$ cat config.mk
export PLATFORM = sky130hd
export DESIGN_NAME = m_dram_port_flat
export DESIGN_NICKNAME = d
export VERILOG_FILES = /design/src/rtl/m_dram_port_if.sv /design/src/rtl/m_dram_port.sv /design/src/flat_wrapper.sv
export SDC_FILE = /design/constraint.sdc
export NUM_CORES = 1
export LEC_CHECK = 0
export CAP_MARGIN = 20
export CELL_PAD_IN_SITES_DETAIL_PLACEMENT = 2
export CELL_PAD_IN_SITES_GLOBAL_PLACEMENT = 2
export CORE_MARGIN = 1.5
export CORE_UTILIZATION = 23
export CTS_CLUSTER_DIAMETER = 40
export DETAILED_ROUTE_END_ITERATION = 12
export GPL_ROUTABILITY_DRIVEN = 0
export PLACE_DENSITY_LB_ADDON = 0.1
export SLEW_MARGIN = 20
export SYNTH_ARGS = -nofsm -noshare
export SYNTH_HDL_FRONTEND = slang
export SYNTH_SLANG_ARGS = --single-unit
$ cat constraint.sdc
create_clock -name w_clk -period 9.1 [get_ports w_clk]
set_input_delay 1.365 -clock w_clk [delete_from_list [all_inputs] [get_ports w_clk]]
set_output_delay 1.365 -clock w_clk [all_outputs]
set_load 0.01 [all_outputs]
$ cat src/rtl/m_dram_port_if.sv
// Signal bundle between a user-side requester / MIG app interface and m_dram_port.
// Names keep the port-relative i_/o_ prefixes of the original flat port list.
interface m_dram_port_if;
   logic         i_calib;
   logic         i_valid;
   logic         o_ready;
   logic         i_we;
   logic [27:0]  i_addr;
   logic [31:0]  i_wdata;
   logic         o_rvalid;
   logic [31:0]  o_rdata;
   logic         o_done;
   logic         o_err;
   logic [27:0]  o_app_addr;
   logic [2:0]   o_app_cmd;
   logic         o_app_en;
   logic [127:0] o_app_wdf_data;
   logic         o_app_wdf_wren;
   logic         o_app_wdf_end;
   logic [15:0]  o_app_wdf_mask;
   logic [127:0] i_app_rd_data;
   logic         i_app_rd_data_valid;
   logic         i_app_rdy;
   logic         i_app_wdf_rdy;

   modport slave (
      input  i_calib, i_valid, i_we, i_addr, i_wdata,
             i_app_rd_data, i_app_rd_data_valid, i_app_rdy, i_app_wdf_rdy,
      output o_ready, o_rvalid, o_rdata, o_done, o_err,
             o_app_addr, o_app_cmd, o_app_en, o_app_wdf_data,
             o_app_wdf_wren, o_app_wdf_end, o_app_wdf_mask
   );

   modport master (
      output i_calib, i_valid, i_we, i_addr, i_wdata,
             i_app_rd_data, i_app_rd_data_valid, i_app_rdy, i_app_wdf_rdy,
      input  o_ready, o_rvalid, o_rdata, o_done, o_err,
             o_app_addr, o_app_cmd, o_app_en, o_app_wdf_data,
             o_app_wdf_wren, o_app_wdf_end, o_app_wdf_mask
   );
endinterface

$ cat src/rtl/m_dram_port.sv
// Single-outstanding 32-bit user port onto a 128-bit MIG app interface,
// with lane-masked writes, lane-selected reads and a read-data watchdog.
module m_dram_port #(
   parameter int unsigned TIMEOUT = 1024
) (
   input logic           w_clk,
   input logic           w_rst,
   m_dram_port_if.slave  bus
);

   localparam int unsigned CW = $clog2(TIMEOUT + 1);
   localparam logic [CW-1:0] LAST = CW'(TIMEOUT - 1);

   typedef enum logic [2:0] {IDLE, WRITE, READ_CMD, READ_WAIT, RESP} state_t;
   typedef enum logic [1:0] {K_DONE, K_RD, K_ERR} kind_t;

   state_t         state_q, state_d;
   kind_t          kind_q, kind_d;
   logic           en_q, en_d;
   logic           wren_q, wren_d;
   logic [27:0]    addr_q, addr_d;
   logic [2:0]     cmd_q, cmd_d;
   logic [127:0]   wdata_q, wdata_d;
   logic [15:0]    mask_q, mask_d;
   logic [1:0]     lane_q, lane_d;
   logic [31:0]    rdata_q, rdata_d;
   logic [CW-1:0]  cnt_q, cnt_d;

   always_ff @(posedge w_clk or posedge w_rst) begin
      if (w_rst) begin
         state_q <= IDLE;
         kind_q  <= K_DONE;
         en_q    <= 1'b0;
         wren_q  <= 1'b0;
         addr_q  <= '0;
         cmd_q   <= '0;
         wdata_q <= '0;
         mask_q  <= '1;
         lane_q  <= '0;
         rdata_q <= '0;
         cnt_q   <= '0;
      end else begin
         state_q <= state_d;
         kind_q  <= kind_d;
         en_q    <= en_d;
         wren_q  <= wren_d;
         addr_q  <= addr_d;
         cmd_q   <= cmd_d;
         wdata_q <= wdata_d;
         mask_q  <= mask_d;
         lane_q  <= lane_d;
         rdata_q <= rdata_d;
         cnt_q   <= cnt_d;
      end
   end

   always_comb begin
      state_d = state_q;
      kind_d  = kind_q;
      en_d    = en_q;
      wren_d  = wren_q;
      addr_d  = addr_q;
      cmd_d   = cmd_q;
      wdata_d = wdata_q;
      mask_d  = mask_q;
      lane_d  = lane_q;
      rdata_d = rdata_q;
      cnt_d   = cnt_q;
      unique case (state_q)
         IDLE: begin
            if (bus.i_valid && bus.i_calib) begin
               addr_d = {bus.i_addr[27:3], 3'b000};
               lane_d = bus.i_addr[2:1];
               en_d   = 1'b1;
               if (bus.i_we) begin
                  cmd_d   = 3'b000;
                  wren_d  = 1'b1;
                  wdata_d = {4{bus.i_wdata}};
                  mask_d  = ~(16'h000F << {bus.i_addr[2:1], 2'b00});
                  state_d = WRITE;
               end else begin
                  cmd_d   = 3'b001;
                  state_d = READ_CMD;
               end
            end
         end
         WRITE: begin
            // Command and data handshakes retire independently; finish when both have.
            if (en_q && bus.i_app_rdy)       en_d   = 1'b0;
            if (wren_q && bus.i_app_wdf_rdy) wren_d = 1'b0;
            if (!en_d && !wren_d) begin
               kind_d  = K_DONE;
               state_d = RESP;
            end
         end
         READ_CMD: begin
            if (bus.i_app_rdy) begin
               en_d    = 1'b0;
               cnt_d   = '0;
               state_d = READ_WAIT;
            end
         end
         READ_WAIT: begin
            if (bus.i_app_rd_data_valid) begin
               rdata_d = bus.i_app_rd_data[{lane_q, 5'b00000} +: 32];
               kind_d  = K_RD;
               state_d = RESP;
            end else if (cnt_q == LAST) begin
               kind_d  = K_ERR;
               state_d = RESP;
            end else begin
               cnt_d = cnt_q + CW'(1);
            end
         end
         RESP: state_d = IDLE;
         default: state_d = IDLE;
      endcase
   end

   assign bus.o_ready        = (state_q == IDLE) && bus.i_calib;
   assign bus.o_done         = (state_q == RESP) && (kind_q == K_DONE);
   assign bus.o_rvalid       = (state_q == RESP) && (kind_q == K_RD);
   assign bus.o_err          = (state_q == RESP) && (kind_q == K_ERR);
   assign bus.o_rdata        = rdata_q;
   assign bus.o_app_addr     = addr_q;
   assign bus.o_app_cmd      = cmd_q;
   assign bus.o_app_en       = en_q;
   assign bus.o_app_wdf_data = wdata_q;
   assign bus.o_app_wdf_wren = wren_q;
   assign bus.o_app_wdf_end  = wren_q;
   assign bus.o_app_wdf_mask = mask_q;

endmodule

$ cat src/flat_wrapper.sv
// flat-port wrapper written by rule: the top's interface ports become plain ports
module m_dram_port_flat 
#(
   parameter int unsigned TIMEOUT = 1024
)
  (w_clk, w_rst, bus_i_calib, bus_i_valid, bus_i_we, bus_i_addr, bus_i_wdata, bus_i_app_rd_data, bus_i_app_rd_data_valid, bus_i_app_rdy, bus_i_app_wdf_rdy, bus_o_ready, bus_o_rvalid, bus_o_rdata, bus_o_done, bus_o_err, bus_o_app_addr, bus_o_app_cmd, bus_o_app_en, bus_o_app_wdf_data, bus_o_app_wdf_wren, bus_o_app_wdf_end, bus_o_app_wdf_mask);
  m_dram_port_if bus_i ();
  input logic w_clk;
  input logic w_rst;
  input wire logic [$bits(bus_i.i_calib)-1:0] bus_i_calib;
  input wire logic [$bits(bus_i.i_valid)-1:0] bus_i_valid;
  input wire logic [$bits(bus_i.i_we)-1:0] bus_i_we;
  input wire logic [$bits(bus_i.i_addr)-1:0] bus_i_addr;
  input wire logic [$bits(bus_i.i_wdata)-1:0] bus_i_wdata;
  input wire logic [$bits(bus_i.i_app_rd_data)-1:0] bus_i_app_rd_data;
  input wire logic [$bits(bus_i.i_app_rd_data_valid)-1:0] bus_i_app_rd_data_valid;
  input wire logic [$bits(bus_i.i_app_rdy)-1:0] bus_i_app_rdy;
  input wire logic [$bits(bus_i.i_app_wdf_rdy)-1:0] bus_i_app_wdf_rdy;
  output wire logic [$bits(bus_i.o_ready)-1:0] bus_o_ready;
  output wire logic [$bits(bus_i.o_rvalid)-1:0] bus_o_rvalid;
  output wire logic [$bits(bus_i.o_rdata)-1:0] bus_o_rdata;
  output wire logic [$bits(bus_i.o_done)-1:0] bus_o_done;
  output wire logic [$bits(bus_i.o_err)-1:0] bus_o_err;
  output wire logic [$bits(bus_i.o_app_addr)-1:0] bus_o_app_addr;
  output wire logic [$bits(bus_i.o_app_cmd)-1:0] bus_o_app_cmd;
  output wire logic [$bits(bus_i.o_app_en)-1:0] bus_o_app_en;
  output wire logic [$bits(bus_i.o_app_wdf_data)-1:0] bus_o_app_wdf_data;
  output wire logic [$bits(bus_i.o_app_wdf_wren)-1:0] bus_o_app_wdf_wren;
  output wire logic [$bits(bus_i.o_app_wdf_end)-1:0] bus_o_app_wdf_end;
  output wire logic [$bits(bus_i.o_app_wdf_mask)-1:0] bus_o_app_wdf_mask;
  assign bus_i.i_calib = bus_i_calib;
  assign bus_i.i_valid = bus_i_valid;
  assign bus_i.i_we = bus_i_we;
  assign bus_i.i_addr = bus_i_addr;
  assign bus_i.i_wdata = bus_i_wdata;
  assign bus_i.i_app_rd_data = bus_i_app_rd_data;
  assign bus_i.i_app_rd_data_valid = bus_i_app_rd_data_valid;
  assign bus_i.i_app_rdy = bus_i_app_rdy;
  assign bus_i.i_app_wdf_rdy = bus_i_app_wdf_rdy;
  assign bus_o_ready = bus_i.o_ready;
  assign bus_o_rvalid = bus_i.o_rvalid;
  assign bus_o_rdata = bus_i.o_rdata;
  assign bus_o_done = bus_i.o_done;
  assign bus_o_err = bus_i.o_err;
  assign bus_o_app_addr = bus_i.o_app_addr;
  assign bus_o_app_cmd = bus_i.o_app_cmd;
  assign bus_o_app_en = bus_i.o_app_en;
  assign bus_o_app_wdf_data = bus_i.o_app_wdf_data;
  assign bus_o_app_wdf_wren = bus_i.o_app_wdf_wren;
  assign bus_o_app_wdf_end = bus_i.o_app_wdf_end;
  assign bus_o_app_wdf_mask = bus_i.o_app_wdf_mask;
  m_dram_port #(.TIMEOUT(TIMEOUT)) u_core (.w_clk(w_clk), .w_rst(w_rst), .bus(bus_i));
endmodule
==> summary.txt, run 1 <==
Route
  • Drt drc: 0
  • Routed via count: 4904
  • Routed length per placed instance: 20.69 um
  • Iter 0 DRT Violations: 125
  • Vias/cell: 4.379
  • Post-route ant nets: 0
  • Drt first pass iters: 4
  • WL final: 23170 um

Cells and area
  • Fill count: 2649
  • Total Nets Final: 970
  • Commonest non-fill, non-tap cell in the layout: clkdlybuf4s50_1
  • Share of layout cells above drive strength 1: 0.1745
  • Most frequent cells in the layout: clkdlybuf4s50_1, dfrtp_1, mux2_2
  • Synth-to-Final Area Change: 66.24%
  • Antenna Diode Count: 0

Min path
  • Hold path endpoint: u_core.bus.o_rdata[16]$_DFFE_PP0P_
  • Min-delay src: u_core.bus.o_rdata[16]$_DFFE_PP0P_
  • Min-Delay Path Class: flip-flop to flip-flop
  • WHS Path Cells: 1

Pwr
  • Sw Share: 0.3433
  • Power Dens Cells: 336.1 nW/um^2
  • Clk pwr share: 0.181
  • Comb power frac: 0.523
  • Register share of total power: 0.296
  • LEAKAGE: 4.076 nW
  • Switching Power: 0.001186 W
  • Total power: 0.003454 W
  • Worst VDD drop: 97.85 uV
  • Internal power: 0.002268 W

Worst setup path
  • CP dominant cell by count: clkdlybuf4s50_1
  • Crit-path max cell delay: 610 ps
  • RR Endpoint: u_core.bus.o_rdata[20]$_DFFE_PP0P_
  • R2r startpoint: u_core.state_q[0]$_DFFE_PP0P_
  • Max FO, Critical Path: 4
  • CP required: 7740 ps
  • Crit path launch type: input port
  • Critical path class: input port to primary output
  • Worst reg2reg setup slack: 6710 ps
  • Crit-path slowest cell: clkdlybuf4s50_1
  • Worst-path cell chain: clkdlybuf4s50_1 > nor4b_4 > clkdlybuf4s50_1
  • CP delay by family, top: buffers and inverters
  • FF-to-FF path depth: 4
  • Worst setup EP type: primary output
  • CP Buf/Inv Count: 2
  • Crit path DAT: 2820 ps

Placement
  • DP HPWL: 18410 um
  • # port buffers: 403

Clocking
  • Clock tree buffer depth: 2
  • Clock slew at reported path FFs: 50 ps
  • Worst skew pair latency: 410 ps
  • CTS buffer count: 17
  • CTS tree: built
  • Clk root buf: clkbuf_16
  • Resize count post-CTS: 0
  • # H-tree levels: 4
  • CTS Sinks: 114
  • Hold-fix buffers, CTS: 0
  • Setup bufs post-CTS: 0

Global routing
  • Grt total ovfl: 0
  • Initial antenna violation count: 0
  • Vias in the first global route: 5521
  • First-pass GRT wire length: 35070 um
  • Largest net degree at the start of global routing: 71
  • GR Util All Layers: 0.1680

Yosys
  • Largest family of logic cells by synthesized area: multiplexers
  • Syn_area_per_cell: 12.90 um^2
  • Seq/Total Area, Yosys: 0.4623
  • Adder-cell share of the synthesized area: 0.002024
  • Mux share of post-synthesis cell area: 0.2840
  • XOR/XNOR Fraction of Synth Area: 0
  • Area fraction in compound gates after synthesis: 0.03178
  • Gate Count Post-Synth: 479
  • Distinct cell type count after synthesis: 44
  • Synth warn: 0
  • Netlist Area Pre-Place: 6181 um^2
  • #FFs+latches synth: 114
  • Synth Area in Simple Gates: 0.06093

STA
  • Final TNS setup: 0 ps
  • Slew Limit Fails: 0
  • FMAX: 239.2 MHz
  • Clock skew: 6.749 ps
  • Relative slew margins: 0.3636
  • RSZ-0062 raised after global routing: no
  • Final setup violation count: 0
  • Final period utilization: 0.4594
  • Hold Fails Final Rpt: 0
  • Slew @ Worst Pin: 954.6 ps
  • Fin crit period: 4181 ps

Run
  • Max cap viols: 0

Floorplanning
  • Die area: 27870 um^2
  • Row count: 59
  • I/O pin count: 410
  • Core ar.: 26210 um^2
  • Starting Density: 0.2359
  • Die X: 166.9 um
  • DIE HEIGHT: 166.9 um

Outcome
  • Status: completed
-- cell families (layout without fill, tap and decap cells) --
family	count (synthesis)	in the layout
and+or+nand+nor	66	66
buffers and inverters	141	443
DFF	114	114
other	1	5
AOI/OAI and AO/OA	32	32
muxes	124	124
adders and majority gates	1	1
-- cells in the mapped netlist --
| cell | number | share of area |
|---|---|---|
| buf_4 | 115 | 0.14 |
| dfrtp_1 | 110 | 0.45 |
| mux2_2 | 58 | 0.11 |
| mux2_1 | 33 | 0.060 |
| mux4_2 | 32 | 0.12 |
| nand2_1 | 18 | 0.011 |
| buf_2 | 14 | 0.011 |
| nand3_1 | 14 | 0.011 |
| o21ai_0 | 10 | 0.0081 |
| a31oi_1 | 7 | 0.0071 |
| clkbuf_1 | 6 | 0.0036 |
| nor2b_1 | 6 | 0.0061 |
| a21oi_1 | 5 | 0.0040 |
| inv_1 | 5 | 0.0030 |
| nor3_1 | 5 | 0.0040 |
| dfstp_2 | 4 | 0.017 |
| nand3b_1 | 4 | 0.0049 |
| nor2_1 | 3 | 0.0018 |
| a211oi_1 | 2 | 0.0024 |
| a21boi_0 | 2 | 0.0024 |
| and4_1 | 2 | 0.0028 |
| nand4_1 | 2 | 0.0020 |
| a21o_1 | 1 | 0.0012 |
| a2bb2oi_1 | 1 | 0.0014 |
| a31o_2 | 1 | 0.0014 |
| a41oi_1 | 1 | 0.0014 |
| and2_1 | 1 | 0.0010 |
| and3_1 | 1 | 0.0010 |
| and3b_1 | 1 | 0.0014 |
| buf_1 | 1 | 0.00061 |
| conb_1 | 1 | 0.00061 |
| ha_1 | 1 | 0.0020 |
| mux2i_1 | 1 | 0.0016 |
| nand2_2 | 1 | 0.0010 |
| nand4bb_1 | 1 | 0.0018 |
| nor3b_1 | 1 | 0.0012 |
| nor4_1 | 1 | 0.0010 |
| nor4b_4 | 1 | 0.0038 |
| o211ai_1 | 1 | 0.0012 |
| o22ai_1 | 1 | 0.0010 |
| or2_2 | 1 | 0.0010 |
| or3_1 | 1 | 0.0010 |
| or3b_2 | 1 | 0.0014 |
| or4_1 | 1 | 0.0012 |
-- stage by stage --
step | utilization | std cells | area, um^2 | hold WS, ps | worst slack [ps]
floorplan | - | 483 | 6196 | 485.2 | 4726
global placement | 0.3712 | 1089 | 9728 | 476.1 | 4935
detailed placement | 0.3713 | 1089 | 9731 | 495.2 | 4917
CTS | 0.3921 | 1120 | 10270 | 509.9 | 4909
global route | 0.3921 | 1120 | 10270 | 516.8 | 4857
finish | 0.3921 | 1120 | 10270 | 504.0 | 4919
-- state kept, by name (all words and copies together) (netlist names) --
signal and cells:
u_core.lane_q 2, u_core.bus.o_app_wdf_end 1, u_core.kind_q 2, u_core.bus.o_app_addr 25
u_core.bus.o_app_wdf_mask 4, u_core.bus.o_rdata 32, u_core.cnt_q 11, u_core.state_q 3
u_core.bus.o_app_cmd 1, u_core.bus.o_app_en 1, u_core.bus.o_app_wdf_data 32
-- cell type report --
class                   count  area (um^2)  share of cell area
clock inverters            14        118.9             0.01157
well taps                 335        419.2             0.04079
clock buffers              17        425.4             0.04140
repair buffers            407         4064              0.3955
multi-input cells         228         2365              0.2302
inverters                   5        21.27            0.002070
flip-flops and latches    114         2861              0.2785
-- worst max path at each step --
stage / from / end / cells past startpoint
final: bus_i_calib / bus_o_ready / 3
after global routing: bus_i_calib / bus_o_ready / 3
after CTS: bus_i_calib / bus_o_ready / 3
after detailed placement: bus_i_calib / bus_o_ready / 3
after global placement: bus_i_calib / bus_o_ready / 3
after floorplan: w_rst / u_core.bus.o_app_addr[10]$_DFFE_PP0P_ / 1
-- metal layers --
layer | track usage | vias to the layer above | share of wire
met5 | 0 | - | 0
met4 | 0.04111 | 0 | 0.011
met3 | 0.04705 | 18 | 0.071
met2 | 0.3204 | 241 | 0.55
met1 | 0.1814 | 2462 | 0.37
li1 | - | 2183 | -
-- power groups by stage --
stage | Combinational (W) | Sequential, W | Clock (W)
floorplan | 0.000953 | 0.00103 | 0
global placement | 0.00182 | 0.00102 | 0
detailed placement | 0.00184 | 0.00105 | 0
CTS | 0.00184 | 0.00104 | 0.000645
global route | 0.00191 | 0.00108 | 0.000665
finish | 0.00181 | 0.00102 | 0.000625
Power figures use the tool's default switching activity.
==> run 2: changes to the inputs <==
Settings changed: CORE_UTILIZATION 23 to 21.
Clock period 9.1 ns to 3.9 ns, I/O delays scaled along.
==> summary.txt, run 2 (synthesis gave the netlist of run 1 again) <==
Floorplanning
  • DIE HEIGHT: 174.6 um
  • Starting Density: 0.2142
  • I/O pin count: 410
  • Die X: 174.6 um
  • Core ar.: 28860 um^2
  • Row count: 62
  • Die area: 30470 um^2

Run
  • Max cap viols: 0

Worst setup path
  • Crit path launch type: flip-flop
  • Critical path class: flip-flop to primary output
  • CP required: 3310 ps
  • Worst setup EP type: primary output
  • Crit path DAT: 2260 ps
  • Max FO, Critical Path: 8

Clocking
  • CTS tree: built
  • CTS buffer count: 17
  • Clock tree buffer depth: 2
  • # H-tree levels: 4
  • Setup bufs post-CTS: 0
  • Worst skew pair latency: 420 ps
  • Clock slew at reported path FFs: 70 ps
  • Clk root buf: clkbuf_16
  • Resize count post-CTS: 0
  • Hold-fix buffers, CTS: 0
  • CTS Sinks: 114

STA
  • Slew @ Worst Pin: 840.4 ps
  • Final setup violation count: 0
  • Final period utilization: 0.7283
  • Relative slew margins: 0.4397
  • FMAX: 352.1 MHz
  • Hold Fails Final Rpt: 0
  • Fin crit period: 2840 ps
  • Slew Limit Fails: 0
  • RSZ-0062 raised after global routing: no
  • Final TNS setup: 0 ps
  • Clock skew: 14.25 ps

Pwr
  • Switching Power: 0.002800 W
  • Clk pwr share: 0.189
  • Worst VDD drop: 250.1 uV
  • Power Dens Cells: 785.2 nW/um^2
  • LEAKAGE: 4.102 nW
  • Comb power frac: 0.525
  • Sw Share: 0.3428
  • Internal power: 0.005366 W
  • Register share of total power: 0.286

Cells and area
  • Synth-to-Final Area Change: 68.26%
  • Final Cell Area: 10400 um^2
  • Commonest non-fill, non-tap cell in the layout: clkdlybuf4s50_1
  • Antenna Diode Count: 0
  • Most frequent cells in the layout: clkdlybuf4s50_1, dfrtp_1, mux2_2
  • Total Nets Final: 971
  • Share of layout cells above drive strength 1: 0.1766

Route
  • Iter 0 DRT Violations: 103
  • WL final: 23340 um
  • Drt drc: 0
  • Drt first pass iters: 4
  • Routed via count: 4902
  • Post-route ant nets: 0
  • Vias/cell: 4.186
  • Routed length per placed instance: 19.93 um

Global routing
  • Grt total ovfl: 0
  • First-pass GRT wire length: 35620 um
  • Largest net degree at the start of global routing: 60
  • Initial antenna violation count: 0
  • GR Util All Layers: 0.1552
  • Vias in the first global route: 5579

Placement
  • # port buffers: 403
  • DP HPWL: 18390 um
  • Placed instance area: 9822 um^2

Outcome
  • Status: completed

Min path
  • Min-Delay Path Class: flip-flop to flip-flop
run 2: worst paths after layout:
check                                                    start                                    endpoint  slack (ps)  depth (start not counted)
min in group asynchronous                                w_rst  u_core.bus.o_app_wdf_data[105]$_DFFE_PP0P_         660                          2
max in group asynchronous                                w_rst    u_core.bus.o_app_wdf_mask[3]$_DFFE_PP1P_        2330                          3
max                              u_core.state_q[2]$_DFFE_PP0P_                                  bus_o_done        1060                          3
min                        u_core.bus.o_app_cmd[0]$_DFFE_PP0P_         u_core.bus.o_app_cmd[0]$_DFFE_PP0P_         480                          2
max reg2reg                      u_core.state_q[0]$_DFFE_PP0P_           u_core.bus.o_rdata[0]$_DFFE_PP0P_        1470                          4
min reg2reg                u_core.bus.o_app_cmd[0]$_DFFE_PP0P_         u_core.bus.o_app_cmd[0]$_DFFE_PP0P_         480                          2
run 2: power groups by stage:
stage	Clock, W	Sequential, W	Combinational, W
2_1_floorplan	0	0.00240	0.00222
5_1_grt	0.00166	0.00245	0.00457
3_5_place_dp	0	0.00238	0.00438
6_report	0.00154	0.00234	0.00429
3_3_place_gp	0	0.00239	0.00424
4_1_cts	0.00160	0.00237	0.00439
run 2: worst max-delay path: stages, from the launching register on:
cell and delay, ps:
dfrtp_1 520, or3b_2 530, nor3_1 190, clkdlybuf4s50_1 600
run 2: cell type report:
type,count,area (um^2)
Clock buffer,19,452.9
Clock inverter,13,125.1
Fill cell,3009,18460
Inverter,5,21.27
Multi-Input combinational cell,228,2365
Sequential cell,114,2859
Tap cell,384,480.5
Timing Repair Buffer,408,4096
run 2: layer usage:
layer	up-vias	share of wire	GRT usage	wire (um)
met5	-	0	0	0
met4	0	0.0061	0.03098	142
met3	10	0.070	0.04899	1644
met2	257	0.52	0.2756	12050
met1	2451	0.41	0.1836	9502
li1	2184	-	-	-
run 2: metrics by stage:
step	setup slack [ps]	instances	power, W	util	hold WS [ps]
6_report	1060	1171	0.008166	0.3604	479.7
5_1_grt	898.3	1171	0.008680	0.3604	509.4
4_1_cts	1010	1171	0.008351	0.3604	490.0
3_5_place_dp	1272	1139	0.006755	0.3404	476.7
3_3_place_gp	1276	1138	0.006632	0.3397	471.8
2_1_floorplan	305.9	483	0.004622	-	485.2
==> run 3: changes to the inputs <==
Clock period 3.9 ns to 2.8 ns, I/O delays scaled along.
==> summary.txt, run 3 (synthesis gave the netlist of run 1 again) <==
Outcome
  • Status: completed

Clocking
  • Setup bufs post-CTS: 0
  • # H-tree levels: 4
  • CTS buffer count: 17
  • CTS Sinks: 114
  • Worst skew pair latency: 410 ps
  • Hold-fix buffers, CTS: 0
  • Resize count post-CTS: 0
  • CTS tree: built
  • Clk root buf: clkbuf_16
  • Clock slew at reported path FFs: 50 ps
  • Clock tree buffer depth: 2

Pwr
  • Worst VDD drop: 346.8 uV
  • Sw Share: 0.3327
  • LEAKAGE: 4.133 nW
  • Comb power frac: 0.532
  • Internal power: 0.007623 W
  • Clk pwr share: 0.192
  • Register share of total power: 0.276
  • Switching Power: 0.003800 W
  • Power Dens Cells: 1094 nW/um^2

Cells and area
  • Final Cell Area: 10440 um^2
  • Final core occ: 0.3617
  • Final std cells w/o fill: 1173
  • Synth-to-Final Area Change: 68.89%
  • Commonest non-fill, non-tap cell in the layout: clkdlybuf4s50_1
  • Total Nets Final: 973
  • Antenna Diode Count: 0
  • Most frequent cells in the layout: clkdlybuf4s50_1, dfrtp_1, mux2_2
  • Share of layout cells above drive strength 1: 0.1762
  • Fill count: 2995

Floorplanning
  • I/O pin count: 410
  • Die X: 174.6 um
  • Row count: 62
  • DIE HEIGHT: 174.6 um
  • Core ar.: 28860 um^2
  • Starting Density: 0.2142
  • Die area: 30470 um^2

Route
  • Routed via count: 4940
  • WL final: 22900 um
  • Drt drc: 0
  • Vias/cell: 4.211
  • Post-route ant nets: 0
  • Iter 0 DRT Violations: 104
  • Routed length per placed instance: 19.52 um
  • Drt first pass iters: 4

STA
  • Relative slew margins: 0.5828
  • Fin crit period: 2672 ps
  • RSZ-0062 raised after global routing: no
  • FMAX: 374.3 MHz
  • Final period utilization: 0.9541
  • Hold Fails Final Rpt: 0
  • Fin worst setup slack: 128.5 ps
  • Slew @ Worst Pin: 625.8 ps
  • Slew Limit Fails: 0
  • Final TNS setup: 0 ps
  • Final setup violation count: 0
  • Clock skew: 10.07 ps

Placement
  • DP HPWL: 18320 um
  • Dpl ws: 476.4 ps
  • Placed instance area: 9851 um^2
  • Placed Cells: 1141
  • # port buffers: 403

Global routing
  • Largest net degree at the start of global routing: 59
  • First-pass GRT wire length: 35290 um
  • GR Util All Layers: 0.1532
  • Grt total ovfl: 0
  • Vias in the first global route: 5646
  • Initial antenna violation count: 0

Worst setup path
  • CP required: 2380 ps
  • Crit path DAT: 2250 ps
  • Worst setup EP type: primary output
  • Critical path class: flip-flop to primary output
  • Max FO, Critical Path: 11
  • Crit path launch type: flip-flop

Min path
  • Min-Delay Path Class: input port to async pin

Run
  • Max cap viols: 0
==> run 3: cell count changes in the layout (fill, tap and decap cells not counted), moves of 2 or more <==
cell and delta:
bufinv_16 +2, clkinv_2 +5, clkbuf_1 +3, clkinvlp_4 -3, inv_6 -4
==> run 3: cell type report <==
cell class	count	area, um^2	share of cell area
Clock inverter	11	136.4	0.01306
Sequential cell	114	2860	0.2740
Timing Repair Buffer	410	4124	0.3951
Tap cell	384	480.5	0.04603
Inverter	5	22.52	0.002157
Clock buffer	21	450.4	0.04315
Multi-Input combinational cell	228	2365	0.2265
==> run 3: metrics by stage <==
step / hold WS [ps] / total power [W]
floorplan: 485.2 / 0.006438
global placement: 468.9 / 0.009268
detailed placement: 487.3 / 0.009431
CTS: 285.1 / 0.01171
global route: 301.0 / 0.01212
finish: 307.4 / 0.01142
==> run 3: worst paths after layout <==
| check | slack [ps] | cells after the start | startpoint | to |
|---|---|---|---|---|
| min reg2reg | 490 | 2 | u_core.bus.o_app_cmd[0]$_DFFE_PP0P_ | u_core.bus.o_app_cmd[0]$_DFFE_PP0P_ |
| min in group w_clk | 490 | 2 | u_core.bus.o_app_cmd[0]$_DFFE_PP0P_ | u_core.bus.o_app_cmd[0]$_DFFE_PP0P_ |
| max | 130 | 3 | u_core.state_q[1]$_DFFE_PP0P_ | bus_o_rvalid |
| max in group asynchronous | 1600 | 3 | w_rst | u_core.bus.o_app_addr[24]$_DFFE_PP0P_ |
| max reg2reg | 770 | 5 | u_core.state_q[0]$_DFFE_PP0P_ | u_core.bus.o_rdata[0]$_DFFE_PP0P_ |
| min | 310 | 2 | w_rst | u_core.bus.o_app_wdf_data[107]$_DFFE_PP0P_ |
==> run 3: power by group through the flow <==
stage,combinational (W),sequential [W],clock (W)
global route,0.00648,0.00329,0.00234
global placement,0.00614,0.00313,0
detailed placement,0.00622,0.00321,0
floorplan,0.00310,0.00334,0
CTS,0.00624,0.00319,0.00228
finish,0.00607,0.00315,0.00219
==> run 3: routing by layer <==
layer,track usage,vias to the layer above,routed length [um]
li1,-,2192,-
met1,0.1643,2477,8484
met2,0.2839,257,12220
met3,0.05490,14,1970
met4,0.03846,0,226
met5,0,-,0
==> run 3: worst max-delay path, stage by stage (launching register included) <==
cell,delay (ps)
dfrtp_1,500
or3b_2,540
nor3_1,200
clkdlybuf4s50_1,600
